--- src/rtl/button_conditioner.sv ---
// Two independent push-button channels: 2-flop synchroniser + counting debounce FSM,
// giving clean active-low levels and registered one-cycle press/release strobes.

module button_conditioner_channel #(
   parameter int DEBOUNCE_CYCLES = 4
) (
   input  logic clk,
   input  logic rst_n,
   input  logic raw,
   output logic level,
   output logic press,
   output logic rel
);

   localparam int CNT_W = $clog2(DEBOUNCE_CYCLES + 1);
   localparam logic [CNT_W-1:0] CNT_LAST = CNT_W'(DEBOUNCE_CYCLES - 1);
   localparam logic [CNT_W-1:0] CNT_ONE  = CNT_W'(1);

   typedef enum logic [1:0] {
      REL_STABLE = 2'd0,
      REL_COUNT  = 2'd1,
      PRS_STABLE = 2'd2,
      PRS_COUNT  = 2'd3
   } state_t;

   logic             sync_1;
   logic             sync_2;
   state_t           state;
   state_t           state_nxt;
   logic [CNT_W-1:0] cnt;
   logic [CNT_W-1:0] cnt_nxt;
   logic             db_nxt;
   logic             press_nxt;
   logic             rel_nxt;

   // Plain two-flop chain; raw is asynchronous to clk.
   always_ff @(posedge clk or negedge rst_n) begin
      if (!rst_n) begin
         sync_1 <= 1'b1;
         sync_2 <= 1'b1;
      end else begin
         sync_1 <= raw;
         sync_2 <= sync_1;
      end
   end

   always_ff @(posedge clk or negedge rst_n) begin
      if (!rst_n) begin
         state <= REL_STABLE;
         cnt   <= '0;
         level <= 1'b1;
         press <= 1'b0;
         rel   <= 1'b0;
      end else begin
         state <= state_nxt;
         cnt   <= cnt_nxt;
         level <= db_nxt;
         press <= press_nxt;
         rel   <= rel_nxt;
      end
   end

   // Any sample agreeing with the current level while counting restarts the count.
   always_comb begin
      state_nxt = state;
      cnt_nxt   = cnt;
      db_nxt    = level;
      press_nxt = 1'b0;
      rel_nxt   = 1'b0;
      case (state)
         REL_STABLE: begin
            if (!sync_2) begin
               state_nxt = REL_COUNT;
               cnt_nxt   = CNT_ONE;
            end
         end
         REL_COUNT: begin
            if (sync_2) begin
               state_nxt = REL_STABLE;
               cnt_nxt   = '0;
            end else if (cnt == CNT_LAST) begin
               state_nxt = PRS_STABLE;
               cnt_nxt   = '0;
               db_nxt    = 1'b0;
               press_nxt = 1'b1;
            end else begin
               cnt_nxt = cnt + CNT_ONE;
            end
         end
         PRS_STABLE: begin
            if (sync_2) begin
               state_nxt = PRS_COUNT;
               cnt_nxt   = CNT_ONE;
            end
         end
         PRS_COUNT: begin
            if (!sync_2) begin
               state_nxt = PRS_STABLE;
               cnt_nxt   = '0;
            end else if (cnt == CNT_LAST) begin
               state_nxt = REL_STABLE;
               cnt_nxt   = '0;
               db_nxt    = 1'b1;
               rel_nxt   = 1'b1;
            end else begin
               cnt_nxt = cnt + CNT_ONE;
            end
         end
         default: begin
            state_nxt = REL_STABLE;
            cnt_nxt   = '0;
         end
      endcase
   end

endmodule

module button_conditioner #(
   parameter int DEBOUNCE_CYCLES = 4
) (
   input  logic clk,
   input  logic rst_n,
   input  logic button_0_raw,
   input  logic button_1_raw,
   output logic button_0,
   output logic button_1,
   output logic press_0,
   output logic press_1,
   output logic release_0,
   output logic release_1
);

   button_conditioner_channel #(
      .DEBOUNCE_CYCLES(DEBOUNCE_CYCLES)
   ) u_ch0 (
      .clk   (clk),
      .rst_n (rst_n),
      .raw   (button_0_raw),
      .level (button_0),
      .press (press_0),
      .rel   (release_0)
   );

   button_conditioner_channel #(
      .DEBOUNCE_CYCLES(DEBOUNCE_CYCLES)
   ) u_ch1 (
      .clk   (clk),
      .rst_n (rst_n),
      .raw   (button_1_raw),
      .level (button_1),
      .press (press_1),
      .rel   (release_1)
   );

endmodule

--- config.mk ---
export PLATFORM = sky130hd
export DESIGN_NAME = button_conditioner
export DESIGN_NICKNAME = d
export VERILOG_FILES = /design/src/rtl/button_conditioner.sv
export SDC_FILE = /design/constraint.sdc
export NUM_CORES = 1
export LEC_CHECK = 0
export CAP_MARGIN = 10
export CORE_AREA = 2 2 42 44
export DETAILED_ROUTE_END_ITERATION = 8
export DIE_AREA = 0 0 44 46
export PLACE_DENSITY = 0.74
export RECOVER_POWER = 100
export SYNTH_ARGS = -nofsm -noshare
export SYNTH_HDL_FRONTEND = slang
export SYNTH_SLANG_ARGS = --single-unit
--- constraint.sdc ---
create_clock -name clk -period 3.1 [get_ports clk]
set_input_delay 0.465 -clock clk [delete_from_list [all_inputs] [get_ports clk]]
set_output_delay 0.465 -clock clk [all_outputs]
set_load 0.1 [all_outputs]
==> results of run 1 <==
[registers in the layout, indices dropped and copies added, names as in the netlist, named ones only]
signal and count:
u_ch1.state 1, u_ch1.press 1, u_ch0.sync_1 1, u_ch1.sync_2 1, u_ch1.level 1, u_ch1.sync_1 1, u_ch1.cnt 3, u_ch0.cnt 3
u_ch0.state 1, u_ch0.rel 1, u_ch0.level 1, u_ch0.sync_2 1, u_ch1.rel 1, u_ch0.press 1
[final timing paths]
kind / cells past startpoint / slack (ps) / to / start
max in group asynchronous: 1 / 1890 / u_ch0.state[0] / rst_n
max: 1 / 930 / button_1 / u_ch1.level
min in group asynchronous: 1 / 710 / u_ch1.cnt[1] / rst_n
min reg2reg: 0 / 370 / u_ch0.sync_2 / u_ch0.sync_1
max reg2reg: 3 / 1740 / u_ch1.cnt[2] / u_ch1.sync_2
min: 0 / 370 / u_ch0.sync_2 / u_ch0.sync_1
[stage by stage]
stage	cell area (um^2)	setup slack, ps	std cells
final	912	930	94
after CTS	942	1490	94
after global placement	890	1570	90
after detailed placement	890	1570	90
after global routing	912	879	94
after floorplan	798	1750	65
[per-layer routing]
metal,track usage (%),share of wire [%]
met1,13.5,50
met2,19.4,44
met3,3.57,5.0
met4,5.45,0.72
met5,0,0
[report_power, final]
part           total, mW  switching, mW  internal [mW]
sequential         0.389         0.0610          0.328
combinational      0.241          0.160         0.0808
clock              0.206         0.0759          0.130
total              0.836          0.297          0.539
[logic make-up after synthesis]
family | share of synthesized area (%)
DFF | 63.6
and+or+nand+nor | 16.5
AOI/OAI and AO/OA | 9.72
adders and majority gates | 3.13
xor gates and xnor gates | 4.23
muxes | 1.25
buffers and inverters | 1.57
[Yosys cell counts]
cell type and instances:
sky130_fd_sc_hd__dfrtp_1 14, sky130_fd_sc_hd__o21ai_0 9, sky130_fd_sc_hd__dfstp_2 6, sky130_fd_sc_hd__nand2_1 3
sky130_fd_sc_hd__nand3b_1 3, sky130_fd_sc_hd__nor2_1 3, sky130_fd_sc_hd__o21a_1 3, sky130_fd_sc_hd__a21oi_1 2
sky130_fd_sc_hd__and3b_1 2, sky130_fd_sc_hd__ha_1 2, sky130_fd_sc_hd__inv_1 2, sky130_fd_sc_hd__nand3_1 2
sky130_fd_sc_hd__nor3_1 2, sky130_fd_sc_hd__nor3b_1 2, sky130_fd_sc_hd__and2b_1 1, sky130_fd_sc_hd__and3_1 1
sky130_fd_sc_hd__and3_2 1, sky130_fd_sc_hd__buf_2 1, sky130_fd_sc_hd__mux2i_1 1, sky130_fd_sc_hd__nand2b_1 1
sky130_fd_sc_hd__nor2b_1 1, sky130_fd_sc_hd__xnor2_1 1, sky130_fd_sc_hd__xor2_1 1, sky130_fd_sc_hd__xor2_2 1
[area by class of cell]
cell class	instances	area (um^2)
clock inverter	1	30.0
fill	143	702
tap	17	21.3
timing repair buffer	9	52.6
sequential	20	508
multi-input combinational	42	270
inverter	2	7.51
clock buffer	3	22.5
==> metrics.txt, run 1 <==
Layout Utilization=about 57%; transition at the pin with the smallest max-transition slack=between 1000 and 1500 ps; number of nets with antenna violations after routing=0; Core Footprint=roughly 1600 um^2; cell with the largest stage delay on the worst path=sky130_fd_sc_hd__clkbuf_1; width of the chip=44 um; upper clock frequency limit=461 MHz; routed via count divided by cell count=just over 5; total power after layout=836 uW; WL per Instance=11.8 um; worst-path cell chain=clkbuf_1; library cell occupying the most area in the post-synthesis netlist=sky130_fd_sc_hd__dfrtp_1; number of design-rule violations left by the first detailed-router iteration=6; normalized max-slew margin=between 20% and 30%; post-route worst hold slack=368 ps; RSZ-0062 raised after global routing=false; final-stage net count=84; Hold Violations, Final=0; family of cells with the greatest summed delay on the critical path=buffers and inverters; Antenna diodes=0; # Max-Cap Violations=0; clock tree from TritonCTS=yes; number of global-route vias before repair=417; antenna violations before repair=0; post-synth cell types=24; clock latency on the worst-skew pair=290 ps; Port Buf Inserts=9; post_cts resized=0; share of Yosys cell area claimed by the top area cell type=a little over two fifths; number of buffers and inverters on the critical path=1; number of setup buffers added after CTS=0; # clock sinks=20; critical path arrival=1700 ps; post-synth net total=71; leakage dissipation=0.415 nW; final setup TNS=0 ps; number of max-slew violations in the final report=0; total overflow reported by the global router=0; largest fanout of any net on the critical path=3; Mapped Cells=65; Seq cells post-synth=20; most common cell after layout, fill and taps aside=sky130_fd_sc_hd__dfrtp_1; cts bufs inserted=3; Clock Pin Slew Worst Setup and Hold Paths=110 ps; combined global-route utilization of all metal layers=11.6%; kind of start point of the critical path=flop; post-detailed-routing wire length=1.11 mm; endpoints failing setup=0; total number of vias=482; Worst Clk Skew=1.68 ps; num rows=15; height of the chip=46 um; top area cells in the synthesized netlist=sky130_fd_sc_hd__dfrtp_1 44%, sky130_fd_sc_hd__dfstp_2 20%, sky130_fd_sc_hd__o21ai_0 5.6%, sky130_fd_sc_hd__ha_1 3.1%, sky130_fd_sc_hd__nand3b_1 2.8%; hpwl dp=797 um; Final Critical Period=2170 ps; Ports=10; HP Class=reg -> reg; required time at the worst-slack endpoint=2630 ps; total DRC errors in the routed layout=0; share of final-layout standard cells stronger than drive strength 1=11.7%; run status=complete, no violations; First-pass DRT Iterations=2; H-tree levels=1; final weighted congestion in routability-driven placement=roughly 0.75; CTS root buffer=sky130_fd_sc_hd__clkbuf_4; commonest cells after routing, fill and taps aside=14 x sky130_fd_sc_hd__dfrtp_1, 9 x sky130_fd_sc_hd__o21ai_0, 6 x sky130_fd_sc_hd__clkbuf_1; Max IR drop VDD=0.353 mV; post-synthesis average cell area=12.3 um^2; Syn Std Cell Area=798 um^2; Initial Util=49.5%; startpoint-to-endpoint class of the critical path=reg -> out; largest net degree at the start of global routing=21; critical path capture point type=primary output; full die area=2020 um^2; share of the yosys chip area belonging to registers=63.6%; clock tree buffer depth=2; P&R area growth vs syn=14.3%; slowest stage delay, CP=860 ps; number of buffers added to fix hold violations after cts=0; wire length of the first global-routing pass=between 1.5 and 2 mm; final clock period utilization by the worst path=70.0%; count of synthesis-stage warnings from yosys=0; ratio of total power to cell area=917 nW/um^2
No activity file was read; power rests on OpenSTA's default activity.
==> run 2: changes to the inputs <==
CORE_AREA = 2 2 43 45   (was 2 2 42 44)
DIE_AREA = 0 0 45 47   (was 0 0 44 46)
PLACE_DENSITY = 0.71   (was 0.74)
clock period = 2.13 ns   (was 3.1 ns; I/O delays follow)
==> metrics.txt, run 2 (same netlist as run 1, synthesis figures left out) <==
WL per Instance=12.6 um (was 11.8 um); largest fanout of any net on the critical path=3 (unchanged); worst-path cell chain=clkbuf_2 (was clkbuf_1); largest net degree at the start of global routing=21 (unchanged); slowest stage delay, CP=550 ps (was 860 ps); normalized max-slew margin=31.9% (was 22.7%); Antenna diodes=0 (unchanged); # clock sinks=20 (unchanged); total number of vias=511 (was 482); cell count after placement=91 (was 90); share of final-layout standard cells stronger than drive strength 1=19.2% (was 11.7%); run status=complete, no violations (unchanged); number of max-slew violations in the final report=0 (unchanged); height of the chip=47 um (was 46 um); clock latency on the worst-skew pair=300 ps (was 290 ps); number of setup buffers added after CTS=0 (unchanged); clock tree from TritonCTS=yes (unchanged); num rows=15 (unchanged); combined global-route utilization of all metal layers=14.4% (was 11.6%); Ports=10 (unchanged); critical path arrival=1310 ps (was 1700 ps); met2 routed WL=564 um (was 492 um); DRT met1 WL=557 um (was 553 um); width of the chip=45 um (was 44 um); full die area=2120 um^2 (was 2020 um^2); post-route worst hold slack=368 ps (about the same); required time at the worst-slack endpoint=1810 ps (was 2630 ps); final weighted congestion in routability-driven placement=0.750 (about the same); First-pass DRT Iterations=2 (unchanged); Clock Pin Slew Worst Setup and Hold Paths=110 ps (about the same); largest registers=u_ch0.cnt: 3 flops, u_ch1.cnt: 3 flops (unchanged); CTS root buffer=sky130_fd_sc_hd__clkbuf_4 (unchanged); most common cell after layout, fill and taps aside=sky130_fd_sc_hd__dfrtp_1 (unchanged); number of global-route vias before repair=488 (was 417); routed via count divided by cell count=5.38 (was 5.13); post_cts resized=0 (unchanged); ratio of total power to cell area=1330 nW/um^2 (was 917 nW/um^2); total overflow reported by the global router=0 (unchanged); cell area reported after detailed placement=897 um^2 (was 890 um^2); family of cells with the greatest summed delay on the critical path=flip-flops (was buffers and inverters); Initial Util=48.3% (was 49.5%); number of buffers added to fix hold violations after cts=0 (unchanged); Core Footprint=1650 um^2 (was 1610 um^2); HP Class=reg -> reg (unchanged); total DRC errors in the routed layout=0 (unchanged); commonest cells after routing, fill and taps aside=14 x sky130_fd_sc_hd__dfrtp_1, 9 x sky130_fd_sc_hd__o21ai_0, 6 x sky130_fd_sc_hd__clkbuf_2 (was 14 x sky130_fd_sc_hd__dfrtp_1, 9 x sky130_fd_sc_hd__o21ai_0, 6 x sky130_fd_sc_hd__clkbuf_1); # Max-Cap Violations=0 (unchanged); filler-free cell count of the finished design=95 (was 94); upper clock frequency limit=615 MHz; clock tree buffer depth=2 (unchanged); Worst Clk Skew=3.19 ps (was 1.68 ps); number of nets with antenna violations after routing=0 (unchanged); cell with the largest stage delay on the worst path=sky130_fd_sc_hd__dfstp_2 (was sky130_fd_sc_hd__clkbuf_1); Post-Layout Inst Area=923 um^2 (was 912 um^2); critical path capture point type=primary output (unchanged); number of fill cells=154 (was 143); cts bufs inserted=3 (unchanged); final-stage net count=85 (was 84); leakage dissipation=0.435 nW (was 0.415 nW); Port Buf Inserts=9 (unchanged); transition at the pin with the smallest max-transition slack=1020 ps (was 1160 ps); startpoint-to-endpoint class of the critical path=reg -> out (unchanged); wire length of the first global-routing pass=2.10 mm (was 1.67 mm); antenna violations before repair=0 (unchanged); number of design-rule violations left by the first detailed-router iteration=7 (was 6); final setup TNS=0 ps (unchanged); highest layer used for signal routing=met4 (unchanged); final clock period utilization by the worst path=between 70% and 80%; P&R area growth vs syn=15.7% (was 14.3%); Final Critical Period=1630 ps; number of buffers and inverters on the critical path=1 (unchanged); kind of start point of the critical path=flop (unchanged); worst slack at placement=910 ps (was 1570 ps); Max IR drop VDD=0.663 mV (was 0.353 mV); metal3 WL=41 um (was 56 um); PnR worst setup slack=504 ps (was 930 ps); Hold Violations, Final=0 (unchanged); endpoints failing setup=0 (unchanged); RSZ-0062 raised after global routing=false (unchanged); H-tree levels=1 (unchanged); post-detailed-routing wire length=1.20 mm (was 1.11 mm)
run 2: cell count changes in the layout (fill, tap and decap cells not counted):
cell and delta:
sky130_fd_sc_hd__clkbuf_2 +6, sky130_fd_sc_hd__clkbuf_1 -5
run 2: routing by layer:
metal	GRT usage, %	vias up
met4	12.4	0
met3	2.69	4
li1	-	249
met1	18.4	251
met5	0	-
met2	21.1	7
run 2: where the power goes:
part	internal, mW	total (mW)	switching (mW)
Combinational	0.121	0.359	0.238
Clock	0.190	0.307	0.116
Sequential	0.477	0.565	0.0878
Total	0.789	1.23	0.442
run 2: worst reg2reg max path: cells and delay by family, from the launching register on:
family | cells | cell delay, ps
flip-flops | 1 | 620
AO/OA/AOI/OAI | 1 | 190
XOR/XNOR | 1 | 370
AND/OR/NAND/NOR | 1 | 100
run 2: through the flow:
stage	util (%)	total power, mW
global route	55.9	1.31
detailed placement	54.3	0.954
global placement	54.3	0.937
floorplan	-	0.860
CTS	57.5	1.27
finish	55.9	1.23
run 2: cell type report:
class / count / area, um^2 / area share (%)
repair buffers: 10 / 63.8 / 6.91
flip-flops and latches: 20 / 508 / 55.0
multi-input cells: 42 / 270 / 29.3
inverters: 2 / 7.51 / 0.813
clock buffers: 3 / 22.5 / 2.44
well taps: 17 / 21.3 / 2.30
clock inverters: 1 / 30.0 / 3.25
run 2: path summary, 6_finish.rpt:
path	start	endpoint	slack (ps)	cells after the start
max	u_ch1.level	button_1	500	1
min	u_ch1.sync_1	u_ch1.sync_2	370	0
max reg2reg	u_ch1.sync_2	u_ch1.cnt[2]	750	3
min reg2reg	u_ch1.sync_1	u_ch1.sync_2	370	0
max in group asynchronous	rst_n	u_ch0.state[0]	820	2
min in group asynchronous	rst_n	u_ch0.press	690	2
==> run 3: changes to the inputs <==
clock period = 1.6 ns   (was 2.13 ns; I/O delays follow)
==> metrics.txt, run 3 (same netlist as run 1, synthesis figures left out) <==
final clock period utilization by the worst path=87.8%; combined global-route utilization of all metal layers=13.5% (was 14.4%); cell area reported after detailed placement=972 um^2 (was 897 um^2); most common cell after layout, fill and taps aside=sky130_fd_sc_hd__dfrtp_1 (unchanged); total number of vias=497 (was 511); startpoint-to-endpoint class of the critical path=reg -> out (unchanged); # clock sinks=20 (unchanged); full die area=2120 um^2 (unchanged); height of the chip=47 um (unchanged); largest net degree at the start of global routing=21 (unchanged); critical path arrival=1170 ps (was 1310 ps); largest fanout of any net on the critical path=3 (unchanged); hpwl dp=859 um; number of nets with antenna violations after routing=0 (unchanged); P&R area growth vs syn=14.6% (was 15.7%); critical path capture point type=primary output (unchanged); Clock Pin Slew Worst Setup and Hold Paths=100 ps (was 110 ps); kind of start point of the critical path=flop (unchanged); normalized max-slew margin=32.9% (was 31.9%); worst-path cell chain=clkbuf_4 (was clkbuf_2); number of setup buffers added after CTS=0 (unchanged); endpoints failing setup=0 (unchanged); number of design-rule violations left by the first detailed-router iteration=4 (was 7); family of cells with the greatest summed delay on the critical path=flip-flops (unchanged); share of final-layout standard cells stronger than drive strength 1=17.9% (was 19.2%); number of buffers and inverters on the critical path=1 (unchanged); ratio of total power to cell area=1640 nW/um^2 (was 1330 nW/um^2); number of max-slew violations in the final report=0 (unchanged); final weighted congestion in routability-driven placement=0.758 (was 0.750); upper clock frequency limit=712 MHz; antenna violations before repair=0 (unchanged); final setup TNS=0 ps (unchanged); Worst Clk Skew=3.03 ps (was 3.19 ps); Hold Violations, Final=0 (unchanged); Post-Layout Inst Area=915 um^2 (was 923 um^2); total overflow reported by the global router=0 (unchanged); final-stage net count=85 (unchanged); Final Critical Period=roughly 1400 ps; post_cts resized=0 (unchanged); Antenna diodes=0 (unchanged); wire length of the first global-routing pass=1.98 mm (was 2.10 mm); Port Buf Inserts=9 (unchanged); CTS root buffer=sky130_fd_sc_hd__clkbuf_4 (unchanged); H-tree levels=1 (unchanged); # Max-Cap Violations=0 (unchanged); HP Class=reg -> reg (unchanged); num rows=15 (unchanged); total DRC errors in the routed layout=0 (unchanged); post-detailed-routing wire length=1.22 mm (was 1.20 mm); clock tree from TritonCTS=yes (unchanged); Max IR drop VDD=1.08 mV (was 0.663 mV); Initial Util=48.3% (unchanged); commonest cells after routing, fill and taps aside=14 x sky130_fd_sc_hd__dfrtp_1, 9 x sky130_fd_sc_hd__o21ai_0, 4 x sky130_fd_sc_hd__clkbuf_4, 4 x sky130_fd_sc_hd__clkbuf_2, 4 x sky130_fd_sc_hd__dfstp_2 (was 14 x sky130_fd_sc_hd__dfrtp_1, 9 x sky130_fd_sc_hd__o21ai_0, 6 x sky130_fd_sc_hd__clkbuf_2); PnR worst setup slack=195 ps (was 504 ps); number of global-route vias before repair=474 (was 488); transition at the pin with the smallest max-transition slack=1010 ps (was 1020 ps); clock latency on the worst-skew pair=290 ps (was 300 ps); number of buffers added to fix hold violations after cts=0 (unchanged); Core Footprint=1650 um^2 (unchanged); width of the chip=45 um (unchanged); routed via count divided by cell count=5.23 (was 5.38); cell with the largest stage delay on the worst path=sky130_fd_sc_hd__dfstp_2 (unchanged); required time at the worst-slack endpoint=1360 ps (was 1810 ps); WL per Instance=12.8 um (was 12.6 um); worst slack at placement=360 ps (was 910 ps); largest registers=u_ch0.cnt: 3 flops, u_ch1.cnt: 3 flops (unchanged); leakage dissipation=0.429 nW (was 0.435 nW); RSZ-0062 raised after global routing=false (unchanged); clock tree buffer depth=2 (unchanged); First-pass DRT Iterations=4 (was 2); Ports=10 (unchanged); cts bufs inserted=3 (unchanged); slowest stage delay, CP=550 ps (about the same); run status=complete, no violations (unchanged)
run 3: layer usage:
layer	up-vias	GRT usage (%)	wire length, um
met5	-	0	0
met4	0	7.06	17
met3	4	5.00	52
met2	7	20.3	548
li1	250	-	-
met1	236	17.2	600
run 3: worst paths after layout:
path	startpoint	to	slack, ps	cells after the start
min reg2reg	u_ch1.sync_1	u_ch1.sync_2	360	0
max reg2reg	u_ch1.sync_2	u_ch1.cnt[2]	250	3
max	u_ch1.level	button_1	190	1
min in group asynchronous	rst_n	asynchronous set/reset pin	560	2
max in group asynchronous	rst_n	asynchronous set/reset pin	440	2
min	u_ch1.sync_1	u_ch1.sync_2	360	0
run 3: metrics by stage:
stage,std cells,total power [mW],hold slack (ps),util (%)
final,95,1.50,362,55.4
after global routing,95,1.60,371,55.4
after CTS,95,1.58,273,60.5
after detailed placement,91,1.33,347,58.9
after global placement,91,1.31,347,58.9
after floorplan,65,1.14,-55.6,-
run 3: report_power, final:
part,internal (mW),switching [mW]
logic,0.190,0.311
registers,0.634,0.129
clock network,0.0970,0.141
run 3: area by class of cell:
type,count,area [um^2]
fillers,149,737
flip-flops and latches,20,508
multi-input cells,42,270
repair buffers,10,81.3
clock buffers,4,26.3
well taps,17,21.3
inverters,2,7.51
